--- src/rtl/riscv_defs_pkg.sv ---
// Shared definitions for the memory-access stage.
// Holds the access-size encodings, the misalignment exception causes, the bus FSM
// state encoding, and small helpers for lane selection and store-data replication.
package riscv_defs_pkg;

  localparam int unsigned XLEN = 32;

  // Access size as carried on load_store_size_in; 2'b11 behaves as a word.
  typedef enum logic [1:0] {
    SizeByte    = 2'b00,
    SizeHalf    = 2'b01,
    SizeWord    = 2'b10,
    SizeWordAlt = 2'b11
  } mem_size_e;

  localparam logic [3:0] EcauseLoadMisaligned  = 4'd4;
  localparam logic [3:0] EcauseStoreMisaligned = 4'd6;

  typedef enum logic {
    StIdle = 1'b0,
    StWait = 1'b1
  } mem_state_e;

  function automatic logic is_misaligned(input logic [1:0] size, input logic [1:0] offset);
    logic mis;
    case (mem_size_e'(size))
      SizeByte: mis = 1'b0;
      SizeHalf: mis = offset[0];
      default:  mis = |offset;
    endcase
    return mis;
  endfunction

  function automatic logic [3:0] byte_enable(input logic [1:0] size, input logic [1:0] offset);
    logic [3:0] be;
    case (mem_size_e'(size))
      SizeByte: be = 4'b0001 << offset;
      SizeHalf: be = 4'b0011 << offset;
      default:  be = 4'hF;
    endcase
    return be;
  endfunction

  // Replicate the store operand across all lanes so the bus can pick any lane by enable.
  function automatic logic [XLEN-1:0] store_replicate(input logic [1:0] size,
                                                      input logic [XLEN-1:0] data);
    logic [XLEN-1:0] rep;
    case (mem_size_e'(size))
      SizeByte: rep = {4{data[7:0]}};
      SizeHalf: rep = {2{data[15:0]}};
      default:  rep = data;
    endcase
    return rep;
  endfunction

endpackage

--- src/rtl/memory_access_load_align.sv ---
// Combinational load alignment.
// Shifts the raw bus word right by the byte offset and sign/zero extends byte and half
// results. Word (and size 2'b11) results pass through unshifted.
// Ports:
//   data      in  32  raw word from the data bus
//   offset    in  2   byte offset of the access (addr[1:0])
//   size      in  2   access size encoding
//   is_signed in  1   sign-extend byte/half results
//   result    out 32  aligned, extended load value
module memory_access_load_align
  import riscv_defs_pkg::*;
(
  input  logic [XLEN-1:0] data,
  input  logic [1:0]      offset,
  input  logic [1:0]      size,
  input  logic            is_signed,
  output logic [XLEN-1:0] result
);

  logic [XLEN-1:0] shifted;

  always_comb begin
    shifted = data >> {offset, 3'b000};
    case (mem_size_e'(size))
      SizeByte: result = {{24{is_signed & shifted[7]}}, shifted[7:0]};
      SizeHalf: result = {{16{is_signed & shifted[15]}}, shifted[15:0]};
      default:  result = data;
    endcase
  end

endmodule

--- src/rtl/memory_access.sv ---
// Memory-access pipeline stage (between execute and writeback).
// Issues loads/stores on a request/ready data bus, flags misaligned accesses, stalls the
// pipeline while the bus is busy and registers the stage result for writeback.
// Ports:
//   clk, reset                  clock, asynchronous active-high reset
//   valid_in .. ecause_in       execute results and access controls
//   stall, invalidate           hazard-unit controls
//   *_in / *_out pass-through   pc, next_pc, csr_data, branch_taken, write_select,
//                               rd_address, csr_address, csr_write, mret, wfi, bypass_memory
//   mem_address .. mem_write    bus request (registered, held until mem_ready)
//   mem_ready, mem_load_data    bus completion and read data
//   mem_busy                    stage cannot accept/advance this cycle
//   alu_data_out .. ecause_out  registered stage result
module memory_access
  import riscv_defs_pkg::*;
(
  input  logic            clk,
  input  logic            reset,
  input  logic            valid_in,
  input  logic [XLEN-1:0] alu_data_in,
  input  logic [XLEN-1:0] alu_addition_in,
  input  logic [XLEN-1:0] rs2_data_in,
  input  logic            load_in,
  input  logic            store_in,
  input  logic [1:0]      load_store_size_in,
  input  logic            load_signed_in,
  input  logic            exception_in,
  input  logic [3:0]      ecause_in,
  input  logic            stall,
  input  logic            invalidate,
  input  logic [XLEN-1:0] pc_in,
  input  logic [XLEN-1:0] next_pc_in,
  input  logic [XLEN-1:0] csr_data_in,
  input  logic            branch_taken_in,
  input  logic [1:0]      write_select_in,
  input  logic [4:0]      rd_address_in,
  input  logic [11:0]     csr_address_in,
  input  logic            csr_write_in,
  input  logic            mret_in,
  input  logic            wfi_in,
  input  logic            bypass_memory_in,
  output logic [XLEN-1:0] pc_out,
  output logic [XLEN-1:0] next_pc_out,
  output logic [XLEN-1:0] csr_data_out,
  output logic            branch_taken_out,
  output logic [1:0]      write_select_out,
  output logic [4:0]      rd_address_out,
  output logic [11:0]     csr_address_out,
  output logic            csr_write_out,
  output logic            mret_out,
  output logic            wfi_out,
  output logic            bypass_memory_out,
  output logic [XLEN-1:0] mem_address,
  output logic [XLEN-1:0] mem_store_data,
  output logic [3:0]      mem_byte_enable,
  output logic            mem_read,
  output logic            mem_write,
  input  logic            mem_ready,
  input  logic [XLEN-1:0] mem_load_data,
  output logic            mem_busy,
  output logic [XLEN-1:0] alu_data_out,
  output logic [XLEN-1:0] load_data_out,
  output logic            valid_out,
  output logic            exception_out,
  output logic [3:0]      ecause_out
);

  mem_state_e      state_q;
  logic [1:0]      req_offset_q;
  logic [1:0]      req_size_q;
  logic            req_signed_q;
  logic [XLEN-1:0] load_buf_q;
  // done_q: bus finished while stalled, result parked until the output register loads.
  logic            done_q;
  // kill_q: instruction was invalidated while its bus access was in flight.
  logic            kill_q;

  logic            mem_op;
  logic            misaligned;
  logic            mis_fault;
  logic            start;
  logic            complete;
  logic            hold;
  logic            exc_d;
  logic [3:0]      ecause_d;
  logic [XLEN-1:0] align_out;
  logic [XLEN-1:0] load_result;

  memory_access_load_align u_load_align (
    .data      (mem_load_data),
    .offset    (req_offset_q),
    .size      (req_size_q),
    .is_signed (req_signed_q),
    .result    (align_out)
  );

  always_comb begin
    mem_op     = load_in | store_in;
    misaligned = is_misaligned(load_store_size_in, alu_addition_in[1:0]);
    mis_fault  = valid_in & mem_op & misaligned & ~exception_in;
    start      = valid_in & mem_op & ~exception_in & ~misaligned & ~invalidate & ~done_q;
    complete   = (state_q == StWait) & mem_ready;
    mem_busy   = ((state_q == StIdle) & start) | ((state_q == StWait) & ~mem_ready);
    hold       = stall | mem_busy;

    exc_d    = exception_in | mis_fault;
    ecause_d = ecause_in;
    if (mis_fault) begin
      ecause_d = load_in ? EcauseLoadMisaligned : EcauseStoreMisaligned;
    end

    // Non-load results carry zero load data.
    load_result = '0;
    if (complete) begin
      load_result = mem_read ? align_out : '0;
    end else if (done_q) begin
      load_result = load_buf_q;
    end
  end

  // Bus FSM with registered request outputs.
  always_ff @(posedge clk or posedge reset) begin
    if (reset) begin
      state_q         <= StIdle;
      mem_address     <= '0;
      mem_store_data  <= '0;
      mem_byte_enable <= '0;
      mem_read        <= 1'b0;
      mem_write       <= 1'b0;
      req_offset_q    <= '0;
      req_size_q      <= '0;
      req_signed_q    <= 1'b0;
      load_buf_q      <= '0;
      done_q          <= 1'b0;
      kill_q          <= 1'b0;
    end else begin
      case (state_q)
        StIdle: begin
          if (start) begin
            mem_address     <= {alu_addition_in[XLEN-1:2], 2'b00};
            mem_store_data  <= store_replicate(load_store_size_in, rs2_data_in);
            mem_byte_enable <= byte_enable(load_store_size_in, alu_addition_in[1:0]);
            mem_read        <= load_in;
            mem_write       <= store_in;
            req_offset_q    <= alu_addition_in[1:0];
            req_size_q      <= load_store_size_in;
            req_signed_q    <= load_signed_in;
            state_q         <= StWait;
          end
        end
        StWait: begin
          if (mem_ready) begin
            load_buf_q <= mem_read ? align_out : '0;
            mem_read   <= 1'b0;
            mem_write  <= 1'b0;
            state_q    <= StIdle;
          end
        end
        default: state_q <= StIdle;
      endcase

      if (complete && stall) begin
        done_q <= 1'b1;
      end else if (!hold) begin
        done_q <= 1'b0;
      end

      if (!hold) begin
        kill_q <= 1'b0;
      end else if (((state_q == StWait) || done_q) && invalidate) begin
        kill_q <= 1'b1;
      end
    end
  end

  // Stage output register.
  always_ff @(posedge clk or posedge reset) begin
    if (reset) begin
      valid_out         <= 1'b0;
      alu_data_out      <= '0;
      load_data_out     <= '0;
      exception_out     <= 1'b0;
      ecause_out        <= '0;
      pc_out            <= '0;
      next_pc_out       <= '0;
      csr_data_out      <= '0;
      branch_taken_out  <= 1'b0;
      write_select_out  <= '0;
      rd_address_out    <= '0;
      csr_address_out   <= '0;
      csr_write_out     <= 1'b0;
      mret_out          <= 1'b0;
      wfi_out           <= 1'b0;
      bypass_memory_out <= 1'b0;
    end else begin
      valid_out <= (hold ? valid_out : (valid_in & ~kill_q)) & ~invalidate;
      if (!hold) begin
        alu_data_out      <= alu_data_in;
        load_data_out     <= load_result;
        exception_out     <= exc_d;
        ecause_out        <= ecause_d;
        pc_out            <= pc_in;
        next_pc_out       <= next_pc_in;
        csr_data_out      <= csr_data_in;
        branch_taken_out  <= branch_taken_in;
        write_select_out  <= write_select_in;
        rd_address_out    <= rd_address_in;
        csr_address_out   <= csr_address_in;
        csr_write_out     <= csr_write_in;
        mret_out          <= mret_in;
        wfi_out           <= wfi_in;
        bypass_memory_out <= bypass_memory_in;
      end
    end
  end

endmodule
--- config.mk ---
export PLATFORM = sky130hd
export DESIGN_NAME = memory_access
export DESIGN_NICKNAME = d
export VERILOG_FILES = /design/src/rtl/riscv_defs_pkg.sv /design/src/rtl/memory_access_load_align.sv /design/src/rtl/memory_access.sv
export SDC_FILE = /design/constraint.sdc
export NUM_CORES = 1
export LEC_CHECK = 0
export BUFFER_PORTS_ARGS = -buffer_cell sky130_fd_sc_hd__buf_2
export CORE_AREA = 2 2 203 205
export DETAILED_ROUTE_END_ITERATION = 8
export DIE_AREA = 0 0 205 207
export GPL_ROUTABILITY_DRIVEN = 0
export GPL_TIMING_DRIVEN = 0
export PLACE_DENSITY = 0.59
export SYNTH_ARGS = -nofsm -noshare
export SYNTH_HDL_FRONTEND = slang
export SYNTH_HIERARCHICAL = 1
export SYNTH_SLANG_ARGS = --single-unit
--- constraint.sdc ---
create_clock -name clk -period 12.7 [get_ports clk]
set_input_delay 2.54 -clock clk [delete_from_list [all_inputs] [get_ports clk]]
set_output_delay 2.54 -clock clk [all_outputs]
set_load 0.01 [all_outputs]
==> metrics.md, run 1 <==
| Metric | Value |
|---|---|
| Endpoint required time on the critical path | `10.16 ns` |
| Slew at the pin closest to its max-slew limit | `~0.93 ns` |
| Resized cells post-CTS | `0` |
| Proportion of power drawn by combinational gates | `23.7%` |
| Unique cell type count in the Yosys netlist | `39` |
| Worst voltage drop across the vdd grid | `about 0.14 mV` |
| Dominant cell type by count on the critical path | `sky130_fd_sc_hd__buf_2` |
| Cells after synthesis | `between 800 and 900` |
| Number of warnings issued by yosys | `6` |
| Worst hold margin | `about 0.50 ns` |
| Capturing element type of the critical path | `primary output` |
| Routed met3 length | `~3300 um` |
| Unrepaired setup endpoints after global routing | `no` |
| Average wire length per cell after detail routing | `20.54 um` |
| Post-CTS setup repair buffer count | `0` |
| Area share of the leading cell type in the synthesized netlist | `58.08%` |
| Primary FF master, synth | `sky130_fd_sc_hd__dfrtp_1` |
| Die Outline Area | `about 42000 sq um` |
| Clock latency reported for the late side of the worst-skew pair | `roughly 0.54 ns` |
| Standard cell area after detailed placement | `around 16000 sq um` |
| Most area-hungry cell type in the Yosys netlist | `sky130_fd_sc_hd__dfrtp_1` |
| First-pass GRT wire length | `61630 um` |
| Result of the run | `finished, final reports clean` |
| Top area cells in the synthesized netlist | `sky130_fd_sc_hd__dfrtp_1, sky130_fd_sc_hd__mux2_2, sky130_fd_sc_hd__mux2_4` |
| Post-route antenna net violation count | `0` |
| Final setup violation count | `0` |
| Net switching power | `roughly 0.00086 W` |
| HP Class | `reg2reg` |
| Overall track demand over capacity in global routing | `about a fifth` |
| WL final | `slightly above 40000 um` |
| DR pass1 iterations | `5` |
| Final Hold Violating Endpoints | `0` |
| Layout Area Growth over Synthesis | `35.42%` |
| Number of antenna violations at the first check in global routing | `6` |
| Overflow left after global routing | `0` |
| Fraction of power spent switching nets | `between 20 and 30%` |
| Minimum setup slack in the final design | `around 5.8 ns` |
| Average footprint of a synthesized cell | `roughly 15 sq um` |
| HPWL after detailed placement | `approximately 31000 um` |
| Power after layout | `between 0.002 and 0.003 W` |
| Fraction of the yosys area taken by sequential cells | `about three fifths` |
| Critical Path Slowest Stage Cell | `sky130_fd_sc_hd__clkbuf_1` |
| Clk buf depth | `3` |
| Clk slew on worst S/H paths | `approximately 0.050 ns` |
| Proportion of power drawn by flip-flops and latches | `between 40% and 50%` |
| CP Class | `in2out` |
| Minimum period implied by the final worst setup slack | `6.867 ns` |
| Sinks on Clock Net | `between 200 and 300` |
| Cts bufs inserted | `36` |
| Most instantiated library cell after synthesis | `sky130_fd_sc_hd__dfrtp_1` |
| Max Clock Skew | `between 0.015 and 0.02 ns` |
| Gate family responsible for the most delay along the worst path | `buffers and inverters` |
| Maximum Capacitance Violations | `0` |
| Crit-path max cell delay | `roughly 0.7 ns` |
| Pre-CTS WS | `~5.8 ns` |
| Largest net degree at the start of global routing | `126` |
| Placed instance count | `approximately 1900` |
| Root Buffer | `sky130_fd_sc_hd__clkbuf_16` |
| Post-synth EDFFs | `0` |
| Power density over the cells | `about 170 nW/um^2` |
| Cell Area, Synth | `12840 sq um` |
| Proportion of layout cells with a drive suffix above 1 | `~61%` |
| Top Layer Used | `met4` |
| Fin crit share | `about 54%` |
| Port Buffers | `between 500 and 600` |
| Detail-routed via count per cell | `about 4.8` |
| Overall die height | `207 um` |
| Cell-by-cell listing of the critical path | `buf_2 -> o21ai_1 -> nor2_1 -> nand3_1 -> clkbuf_1 -> o21ai_0 -> buf_2` |
| Final number of max-transition violations | `0` |
| Via count of the first global-routing pass | `10106` |
| Site row count | `74` |
| Fraction of power consumed by the clock network | `35.7%` |
| Most numerous cell types in the synthesized netlist | `sky130_fd_sc_hd__dfrtp_1, sky130_fd_sc_hd__mux2_2, sky130_fd_sc_hd__a22o_1` |
| H-tree level count | `2` |
| Overall via count from detail_route | `roughly 9500` |
| Core area | `40370 sq um` |
| Largest fanout on the critical path | `10` |
| FFs w/ async S/R, synth | `100.0%` |
| Arrival time of the worst setup path | `approximately 4.3 ns` |
| Final Instance Count excl. Fillers | `around 2000` |
| F_max | `0.1456 GHz` |
| Int Pwr | `roughly 0.0021 W` |
| Floorplan die width | `around 200 um` |
| CTS tree | `done` |
| Leakage component of the power | `8.804 nW` |
| Sum of routed wire segments on met1 | `17140 um` |
| DR WL met2 | `about 20000 um` |
| Post-layout net count | `1697` |
| Register bit total from synthesis | `roughly 300` |
| Layout fillers | `a little under 4000` |
| Headroom to the max-slew limit | `a little under two fifths` |
| Post-route DRC violation count | `0` |
| Initial standard-cell utilization of the core | `between 30% and 40%` |
| Area of all placed cells without fillers | `around 17000 sq um` |
| Number of hold buffers added after CTS | `0` |
| Top Ports | `approximately 530` |
| Combined buffer and inverter count along the critical path | `3` |
| Initial DRC count | `roughly 490` |
| Startpoint Class | `input port` |
[placed cells by master, fill, tap and decap left out, types with 11 or more instances in the layout]
cell,synthesis,routed
sky130_fd_sc_hd__a22o_1,70,70
sky130_fd_sc_hd__mux2_4,69,69
sky130_fd_sc_hd__mux2_2,206,206
sky130_fd_sc_hd__o21ai_1,12,12
sky130_fd_sc_hd__dfrtp_1,298,298
sky130_fd_sc_hd__buf_6,11,11
sky130_fd_sc_hd__o21ai_0,18,18
sky130_fd_sc_hd__buf_2,19,540
sky130_fd_sc_hd__clkbuf_16,0,37
sky130_fd_sc_hd__clkbuf_1,24,32
sky130_fd_sc_hd__mux2i_1,21,21
sky130_fd_sc_hd__nand2_1,40,40
[cell type report]
type	instances	area [sq um]	area share, %
repair buffers	523	2663	15.31
flip-flops and latches	298	7457	42.89
multi-input cells	502	4997	28.74
clock buffers	52	1052	6.053
well taps	532	665.6	3.829
inverters	10	45.04	0.2591
diodes	4	10.01	0.05757
clock inverters	11	145.1	0.8348
plain buffers	62	350.3	2.015
[sequential cells by signal, indices dropped and copies added, names as in the netlist, 5 cells and up]
name,cells
alu_data_out,32
csr_data_out,32
load_buf_q,32
load_data_out,32
mem_store_data,32
next_pc_out,32
pc_out,32
mem_address,30
csr_address_out,12
rd_address_out,5
[metal layers]
metal	GRT usage (%)	up-vias
met5	0	-
met4	6.078	0
met3	5.585	43
met2	31.21	357
met1	24.13	4799
li1	-	4284
[logic make-up (layout without fill, tap and decap cells)]
| group | Yosys count | after routing | share of synthesized area [%] |
|---|---|---|---|
| AOI/OAI and AO/OA | 136 | 136 | 8.430 |
| buffers and inverters | 72 | 658 | 3.021 |
| and+or+nand+nor | 67 | 67 | 2.485 |
| muxes | 297 | 297 | 27.95 |
| other | 1 | 6 | 0.02921 |
| DFF | 298 | 298 | 58.08 |
[path summary, 6_finish.rpt]
path	start	end	slack (ns)	depth (start not counted)
max reg2reg	req_offset_q[1]	load_data_out[14]	10.13	6
max in group asynchronous	reset	csr_data_out[22]	9.53	3
min in group asynchronous	reset	next_pc_out[12]	2.09	2
max	store_in	mem_busy	5.83	7
min	mem_address[23]	mem_address[23]	0.50	1
min reg2reg	mem_address[23]	mem_address[23]	0.50	1
[stage by stage]
stage	utilization, %	setup TNS, ns
finish	43.07	0
global route	43.05	0
CTS	43.04	0
detailed placement	40.08	0
global placement	39.92	-501.80
floorplan	-	0
[power groups by stage]
stage	combinational [W]	sequential, W	clock (W)
after floorplan	0.000339	0.00127	0
after global placement	0.000688	0.00121	0
after detailed placement	0.000699	0.00121	0
after CTS	0.000702	0.00120	0.00108
after global routing	0.000756	0.00121	0.00112
final	0.000697	0.00120	0.00105
Note: power is estimated with default switching activity, not from simulation.
==> run 2, diff against run 1 <==
--- a/config.mk
+++ b/config.mk
@@ -6,12 +6,12 @@
 export NUM_CORES = 1
 export LEC_CHECK = 0
 export BUFFER_PORTS_ARGS = -buffer_cell sky130_fd_sc_hd__buf_2
-export CORE_AREA = 2 2 203 205
+export CORE_AREA = 2 2 202 204
 export DETAILED_ROUTE_END_ITERATION = 8
-export DIE_AREA = 0 0 205 207
+export DIE_AREA = 0 0 204 206
 export GPL_ROUTABILITY_DRIVEN = 0
 export GPL_TIMING_DRIVEN = 0
-export PLACE_DENSITY = 0.59
+export PLACE_DENSITY = 0.61
 export SYNTH_ARGS = -nofsm -noshare
 export SYNTH_HDL_FRONTEND = slang
 export SYNTH_HIERARCHICAL = 1
==> constraint.sdc (replaced) <==
create_clock -name clk -period 5.5 [get_ports clk]
set_input_delay 1.1 -clock clk [delete_from_list [all_inputs] [get_ports clk]]
set_output_delay 1.1 -clock clk [all_outputs]
set_load 0.01 [all_outputs]
==> run 2 against run 1 <==
Compared with the run above:
- sequential share of layout area shrank 0.50 points
- final area increased by 1.2%
- global-route usage is 0.81 points lower
- cell count is 0.45% higher
- hold slack barely moved
==> metrics.md, run 2 (synthesis results as in run 1) <==
| Metric | Value |
|---|---|
| Site row count | `74 (unchanged)` |
| Startpoint Class | `input port` |
| WL final | `39710 um (-3.1%)` |
| Post-CTS setup repair buffer count | `0 (unchanged)` |
| Leakage component of the power | `8.898 nW (+1.1%)` |
| Detail-routed via count per cell | `4.688 (-1.4%)` |
| Final core occ | `43.77% (+0.71 points)` |
| First-pass GRT wire length | `58680 um (-4.8%)` |
| Resized cells post-CTS | `0 (unchanged)` |
| Crit-path max cell delay | `0.65 ns (-0.03 ns)` |
| Total negative slack for setup checks | `0 ns (unchanged)` |
| Top Ports | `525 (unchanged)` |
| Power after layout | `0.006959 W (+140%)` |
| Cts bufs inserted | `37 (+2.8%)` |
| Largest net degree at the start of global routing | `41 (-67%)` |
| DR pass1 iterations | `4 (-1)` |
| Slew at the pin closest to its max-slew limit | `0.9123 ns (-0.01940 ns)` |
| Commonest cells after routing, fill and taps aside | `sky130_fd_sc_hd__buf_2, sky130_fd_sc_hd__dfrtp_1, sky130_fd_sc_hd__mux2_2` |
| Dominant cell type by count on the critical path | `sky130_fd_sc_hd__buf_2` |
| Max Clock Skew | `0.02276 ns (+0.005282 ns)` |
| Overall die height | `206 um (-0.48%)` |
| Capturing element type of the critical path | `primary output` |
| Fraction of power consumed by the clock network | `37.3% (+1.6 points)` |
| CTS tree | `done` |
| CP Class | `in2out` |
| Largest fanout on the critical path | `10 (unchanged)` |
| F_max | `between 0.2 and 0.3 GHz` |
| Minimum period implied by the final worst setup slack | `between 3 and 4 ns` |
| Met3 routing resource usage after global routing | `5.803% (+0.22 points)` |
| Post-route antenna net violation count | `0 (unchanged)` |
| Int Pwr | `0.004962 W (+140%)` |
| Unrepaired setup endpoints after global routing | `no` |
| HPWL after detailed placement | `30430 um (-1.5%)` |
| Proportion of power drawn by flip-flops and latches | `39.6% (-1.0 points)` |
| Fin crit share | `72.31%` |
| Average wire length per cell after detail routing | `19.82 um (-3.5%)` |
| Final setup violation count | `0 (unchanged)` |
| Final number of max-transition violations | `0 (unchanged)` |
| Core area | `40180 sq um (-0.46%)` |
| Post-layout net count | `1704 (+0.41%)` |
| Fraction of power spent switching nets | `28.69% (-0.54 points)` |
| Net switching power | `0.001997 W (+130%)` |
| Layout Area Growth over Synthesis | `37.00%` |
| Clk buf depth | `3 (unchanged)` |
| Cell-by-cell listing of the critical path | `buf_2 -> o21ai_1 -> nor2_1 -> nand3_1 -> clkbuf_1 -> o21ai_0 -> buf_2` |
| Root Buffer | `sky130_fd_sc_hd__clkbuf_16` |
| Post-route DRC violation count | `0 (unchanged)` |
| Number of antenna violations at the first check in global routing | `3 (-3)` |
| Power density over the cells | `395.6 nW/um^2 (+130%)` |
| Overall via count from detail_route | `9391 (-0.97%)` |
| Headroom to the max-slew limit | `38.96% (+1.4 points)` |
| Initial standard-cell utilization of the core | `31.95% (+0.15 points)` |
| Endpoint required time on the critical path | `4.40 ns (-5.76 ns)` |
| Critical Path Slowest Stage Cell | `sky130_fd_sc_hd__clkbuf_1` |
| Via count of the first global-routing pass | `9768 (-3.3%)` |
| Die Outline Area | `42020 sq um (-0.97%)` |
| Proportion of layout cells with a drive suffix above 1 | `61.44% (+0.26 points)` |
| Overflow left after global routing | `0 (unchanged)` |
| Met2 Track Usage GR | `29.36% (-1.8 points)` |
| Most frequent standard cell in the layout excluding fill and tap cells | `sky130_fd_sc_hd__buf_2` |
| Initial DRC count | `562 (+15%)` |
| Met1 Resource Use GR | `23.52% (-0.61 points)` |
| Maximum Capacitance Violations | `0 (unchanged)` |
| Clock latency reported for the late side of the worst-skew pair | `0.54 ns (about the same)` |
| Clk slew on worst S/H paths | `0.06 ns (about the same)` |
| Overall track demand over capacity in global routing | `18.25% (-0.81 points)` |
| Number of hold buffers added after CTS | `0 (unchanged)` |
| Arrival time of the worst setup path | `2.88 ns (-1.45 ns)` |
| Floorplan die width | `204 um (-0.49%)` |
| Final Hold Violating Endpoints | `0 (unchanged)` |
| Proportion of power drawn by combinational gates | `23.1% (-0.6 points)` |
| Layer with the highest usage | `met2` |
| Result of the run | `finished, final reports clean` |
| H-tree level count | `2 (unchanged)` |
| Port Buffers | `521 (unchanged)` |
| Worst voltage drop across the vdd grid | `0.2917 mV (+110%)` |
| Sinks on Clock Net | `298 (unchanged)` |
| HP Class | `reg2reg` |
[run 2: changes by cell type in the layout (fill, tap and decap cells not counted)]
| cell | change |
|---|---|
| sky130_fd_sc_hd__buf_16 | -2 |
| sky130_fd_sc_hd__clkbuf_16 | +2 |
| sky130_fd_sc_hd__inv_6 | +1 |
| sky130_fd_sc_hd__inv_8 | -1 |
| sky130_fd_sc_hd__buf_12 | +8 |
| sky130_fd_sc_hd__bufinv_16 | +2 |
| sky130_fd_sc_hd__diode_2 | -1 |
| sky130_fd_sc_hd__clkinvlp_4 | +1 |
| sky130_fd_sc_hd__clkbuf_8 | -1 |
[run 2: layer usage]
layer	wire [um]	up-vias	share of wire [%]
li1	-	4322	-
met1	16730	4651	42
met2	19020	353	48
met3	3042	63	7.7
met4	911	2	2.3
met5	13	-	0.033
[run 2: final timing paths]
check,start,endpoint,slack [ns],depth (start not counted)
worst max-delay path,store_in,mem_busy,1.52,7
worst min-delay path,pc_out[23],pc_out[23],0.50,1
worst max register to register,req_offset_q[1],load_data_out[14],2.96,6
worst min register to register,pc_out[23],pc_out[23],0.50,1
max in group asynchronous,reset,mem_address[28],3.54,6
min in group asynchronous,reset,csr_address_out[2],0.60,2
[run 2: area by class of cell]
type,count,area [sq um]
inverter,10,41.29
fill,3793,22590
clock inverter,14,214.0
timing repair buffer,529,2768
multi-input combinational,502,4997
sequential,298,7457
clock buffer,53,1089
antenna,3,7.507
buffer,62,350.3
tap,532,665.6
[run 2: metrics by stage]
step	area (sq um)	hold slack, ns	instances	worst slack [ns]
floorplan	12850	0.4740	872	0.4409
global placement	16120	0.4832	1925	-1.424
detailed placement	16280	0.4867	1933	1.426
CTS	17580	0.4998	2000	1.433
global route	17580	0.5074	2001	1.292
finish	17590	0.4981	2003	1.523
[run 2: power groups by stage]
stage	clock network, W	logic (W)	registers [W]
floorplan	0	0.000783	0.00292
global placement	0	0.00159	0.00277
detailed placement	0	0.00162	0.00278
CTS	0.00266	0.00162	0.00275
global route	0.00276	0.00174	0.00280
finish	0.00259	0.00161	0.00276
[run 2: critical path, delay by kind of cell]
kind | cells | cell delay [ns]
simple gates | 2 | 0.26
compound gates | 2 | 0.51
buf+inv | 3 | 1.00
==> run 3, diff against run 2 <==
--- a/config.mk
+++ b/config.mk
@@ -5,13 +5,14 @@
 export SDC_FILE = /design/constraint.sdc
 export NUM_CORES = 1
 export LEC_CHECK = 0
+export ABC_AREA = 1
 export BUFFER_PORTS_ARGS = -buffer_cell sky130_fd_sc_hd__buf_2
-export CORE_AREA = 2 2 202 204
+export CORE_AREA = 2 2 206 208
 export DETAILED_ROUTE_END_ITERATION = 8
-export DIE_AREA = 0 0 204 206
+export DIE_AREA = 0 0 208 210
 export GPL_ROUTABILITY_DRIVEN = 0
 export GPL_TIMING_DRIVEN = 0
-export PLACE_DENSITY = 0.61
+export PLACE_DENSITY = 0.59
 export SYNTH_ARGS = -nofsm -noshare
 export SYNTH_HDL_FRONTEND = slang
 export SYNTH_HIERARCHICAL = 1
==> constraint.sdc (replaced) <==
create_clock -name clk -period 3.5 [get_ports clk]
set_input_delay 0.7 -clock clk [delete_from_list [all_inputs] [get_ports clk]]
set_output_delay 0.7 -clock clk [all_outputs]
set_load 0.01 [all_outputs]
==> run 3 against run 2 <==
Compared with the run above:
- sequential share of layout area up 0.81 points
- non-clock buffer count increased by 27
- hold slack worse by 0.26 ns
- count of clock-buffer cells in the layout fell by 2
- critical path type is now reg2out
- first-iteration DRC count up 62%
- synthesized area down 1.3%
- critical path depth up 1
==> metrics.md, run 3 <==
| Metric | Value |
|---|---|
| Final setup violation count | `0 (unchanged)` |
| Unrepaired setup endpoints after global routing | `no` |
| Post-route antenna net violation count | `0 (unchanged)` |
| Proportion of power drawn by flip-flops and latches | `42.1% (+2.5 points)` |
| Most area-hungry cell type in the Yosys netlist | `sky130_fd_sc_hd__dfrtp_1` |
| Startpoint Class | `flip-flop` |
| Critical register-to-register path startpoint | `req_size_q[1]` |
| Most frequent standard cell in the layout excluding fill and tap cells | `sky130_fd_sc_hd__nand2_1` |
| Site row count | `75 (+1.4%)` |
| WL final | `45200 um (+14%)` |
| Post-layout net count | `2364 (+39%)` |
| Proportion of power drawn by combinational gates | `21.3% (-1.8 points)` |
| Cell Area, Synth | `12670 sq um (-1.3%)` |
| Number of hold buffers added after CTS | `0 (unchanged)` |
| Clock latency reported for the late side of the worst-skew pair | `0.53 ns (about the same)` |
| Headroom to the max-slew limit | `60.97% (+22 points)` |
| Post-CTS setup repair buffer count | `0 (unchanged)` |
| CTS tree | `done` |
| Post-synth EDFFs | `0 (unchanged)` |
| Most numerous cell types in the synthesized netlist | `sky130_fd_sc_hd__nand2_1, sky130_fd_sc_hd__dfrtp_1, sky130_fd_sc_hd__o21ai_0` |
| Leakage component of the power | `9.649 nW (+8.4%)` |
| Final number of max-transition violations | `0 (unchanged)` |
| Initial standard-cell utilization of the core | `30.54% (-1.4 points)` |
| Cts bufs inserted | `35 (-5.4%)` |
| Resized cells post-CTS | `0 (unchanged)` |
| Pre-CTS WS | `0.7931 ns (-0.6331 ns)` |
| Clk slew on worst S/H paths | `0.06 ns (about the same)` |
| Overall die height | `210 um (+1.9%)` |
| Cells after synthesis | `1532 (+76%)` |
| H-tree level count | `2 (unchanged)` |
| Final Hold Violating Endpoints | `0 (unchanged)` |
| R2r endpoint | `load_data_out[2]` |
| Setup slack of the most critical reg-to-reg path | `1.43 ns (-1.53 ns)` |
| Combined buffer and inverter count along the critical path | `3 (unchanged)` |
| Fraction of the yosys area taken by sequential cells | `58.86% (+0.78 points)` |
| Minimum period implied by the final worst setup slack | `2.787 ns` |
| Worst voltage drop across the vdd grid | `0.3195 mV (+9.5%)` |
| Power density over the cells | `571.9 nW/um^2 (+45%)` |
| CP Class | `reg2out` |
| Commonest cells after routing, fill and taps aside | `sky130_fd_sc_hd__nand2_1, sky130_fd_sc_hd__buf_2, sky130_fd_sc_hd__dfrtp_1` |
| Power after layout | `0.009871 W (+42%)` |
| Largest fanout on the critical path | `10 (unchanged)` |
| Fraction of power spent switching nets | `30.57% (+1.9 points)` |
| Gate family responsible for the most delay along the worst path | `buffers and inverters` |
| Core area | `41480 sq um (+3.2%)` |
| Floorplan die width | `208 um (+2.0%)` |
| DR pass1 iterations | `5 (+1)` |
| Cell-by-cell listing of the critical path | `nor2_1 -> nand2_1 -> nor2_1 -> nand2_2 -> buf_2 -> buf_2 -> nand2_1 -> buf_2` |
| Placed instance count | `2602 (+35%)` |
| Via count of the first global-routing pass | `12271 (+26%)` |
| Maximum Capacitance Violations | `0 (unchanged)` |
| Fin crit share | `about four fifths` |
| Root Buffer | `sky130_fd_sc_hd__clkbuf_16` |
| Largest net degree at the start of global routing | `43 (+4.9%)` |
| Number of antenna violations at the first check in global routing | `8 (+5)` |
| Slew at the pin closest to its max-slew limit | `0.5816 ns (-0.3307 ns)` |
| Post-route DRC violation count | `0 (unchanged)` |
| Die Outline Area | `43680 sq um (+3.9%)` |
| Fraction of power consumed by the clock network | `36.6% (-0.7 points)` |
| HP Class | `in2async` |
| Dominant cell type by count on the critical path | `sky130_fd_sc_hd__buf_2` |
| Proportion of layout cells with a drive suffix above 1 | `30.46% (-31 points)` |
| Register-to-Register Path Depth | `9 (+3)` |
| Layout Area Growth over Synthesis | `36.25%` |
| Capturing element type of the critical path | `primary output` |
| Most instantiated library cell after synthesis | `sky130_fd_sc_hd__nand2_1` |
| Average wire length per cell after detail routing | `16.93 um (-15%)` |
| F_max | `around 0.36 GHz` |
| Initial DRC count | `908 (+62%)` |
| Detail-routed via count per cell | `4.612 (-1.6%)` |
| HPWL after detailed placement | `35030 um (+15%)` |
| Register bit total from synthesis | `298 (unchanged)` |
| Result of the run | `finished, final reports clean` |
| Overall via count from detail_route | `12313 (+31%)` |
| Final Instance Count excl. Fillers | `2670 (+33%)` |
| Sinks on Clock Net | `298 (unchanged)` |
| Net switching power | `0.003018 W (+51%)` |
| Port Buffers | `522 (+0.19%)` |
| FFs w/ async S/R, synth | `100.0% (unchanged)` |
| First-pass GRT wire length | `69700 um (+19%)` |
| Top area cells in the synthesized netlist | `sky130_fd_sc_hd__dfrtp_1, sky130_fd_sc_hd__nand2_1, sky130_fd_sc_hd__o21ai_0` |
| Endpoint required time on the critical path | `2.80 ns (-1.60 ns)` |
| Area share of the leading cell type in the synthesized netlist | `58.86% (+0.78 points)` |
| Crit-path max cell delay | `0.39 ns (-0.26 ns)` |
| Overall track demand over capacity in global routing | `20.28% (+2.0 points)` |
| Int Pwr | `0.006854 W (+38%)` |
| Top Ports | `525 (unchanged)` |
| Overflow left after global routing | `0 (unchanged)` |
| Arrival time of the worst setup path | `2.09 ns (-0.79 ns)` |
| Unique cell type count in the Yosys netlist | `29 (-26%)` |
| Average footprint of a synthesized cell | `8.269 sq um (-44%)` |
| Clk buf depth | `3 (unchanged)` |
| Primary FF master, synth | `sky130_fd_sc_hd__dfrtp_1` |
| Critical Path Slowest Stage Cell | `sky130_fd_sc_hd__dfrtp_1` |
| Number of warnings issued by yosys | `6 (unchanged)` |
| Minimum setup slack in the final design | `0.7129 ns (-0.8102 ns)` |
| Max Clock Skew | `0.01021 ns (-0.01256 ns)` |
run 3: changes by cell type in the layout (fill, tap and decap cells not counted), moves of 11 or more:
cell / previous run / this run
sky130_fd_sc_hd__mux2_4: 69 / 0
sky130_fd_sc_hd__nand3_1: 2 / 38
sky130_fd_sc_hd__o22a_1: 0 / 16
sky130_fd_sc_hd__inv_1: 8 / 36
sky130_fd_sc_hd__a22o_1: 70 / 0
sky130_fd_sc_hd__o21ai_0: 18 / 139
sky130_fd_sc_hd__clkbuf_1: 32 / 43
sky130_fd_sc_hd__nor2_1: 5 / 31
sky130_fd_sc_hd__nand2_1: 40 / 830
sky130_fd_sc_hd__mux2i_1: 21 / 0
sky130_fd_sc_hd__a21oi_1: 4 / 31
sky130_fd_sc_hd__buf_4: 3 / 15
sky130_fd_sc_hd__mux2_2: 206 / 0
run 3: through the flow:
stage | TNS [ns] | cell area, sq um | utilization [%] | hold slack [ns]
after floorplan | -345.41 | 12680 | - | 0.4477
after global placement | -910.40 | 15960 | 38.49 | 0.4581
after detailed placement | 0 | 16120 | 38.87 | 0.4593
after CTS | 0 | 17240 | 41.57 | 0.2211
after global routing | 0 | 17260 | 41.60 | 0.2608
final | 0 | 17260 | 41.61 | 0.2388
run 3: worst max path at each step:
stage | from | end | slack (ns) | cells past startpoint
3_5_place_dp | store_in | mem_busy | 0.79 | 8
4_1_cts | state_q | mem_busy | 0.67 | 8
2_1_floorplan | reset | alu_data_out[0] | -1.16 | 1
3_3_place_gp | reset | mem_address[25] | -3.10 | 2
6_report | state_q | mem_busy | 0.71 | 8
5_1_grt | done_q | mem_busy | 0.53 | 8
run 3: metal layers:
metal  track usage (%)  part of all wire (%)  up-vias
li1                  -                     -     5928
met3             4.723                   7.3       86
met1             25.94                    42     5803
met5                 0                 0.040        -
met4             9.024                   3.9        2
met2             32.88                    47      494
run 3: final cells by class:
type | instances | area [sq um]
Clock buffer | 51 | 1006
Buffer | 88 | 475.5
Antenna cell | 7 | 17.52
Multi-Input combinational cell | 1104 | 4571
Fill cell | 4282 | 24220
Timing Repair Buffer | 530 | 2773
Clock inverter | 10 | 113.9
Tap cell | 539 | 674.4
Inverter | 43 | 172.7
Sequential cell | 298 | 7457
run 3: power groups by stage:
stage / Combinational, W / Sequential (W) / Clock [W]
3_3_place_gp: 0.00207 / 0.00420 / 0
6_report: 0.00210 / 0.00416 / 0.00361
5_1_grt: 0.00235 / 0.00421 / 0.00383
2_1_floorplan: 0.000940 / 0.00439 / 0
3_5_place_dp: 0.00212 / 0.00420 / 0
4_1_cts: 0.00212 / 0.00415 / 0.00371
run 3: logic make-up after synthesis:
kind of cell | after synthesis | share of synthesized area, %
buffers and inverters | 131 | 5.086
AO/OA/AOI/OAI | 190 | 8.000
other | 1 | 0.02960
AND/OR/NAND/NOR | 912 | 28.02
flip-flops | 298 | 58.86
run 3: worst register-to-register path: stages (launching register included):
cell	delay (ns)
sky130_fd_sc_hd__dfrtp_1	0.34
sky130_fd_sc_hd__buf_4	0.18
sky130_fd_sc_hd__clkinv_1	0.26
sky130_fd_sc_hd__o21ai_1	0.42
sky130_fd_sc_hd__nand2_1	0.11
sky130_fd_sc_hd__nand2_1	0.11
sky130_fd_sc_hd__inv_1	0.05
sky130_fd_sc_hd__o21ai_0	0.20
sky130_fd_sc_hd__nand2_1	0.14
sky130_fd_sc_hd__o21ai_0	0.17
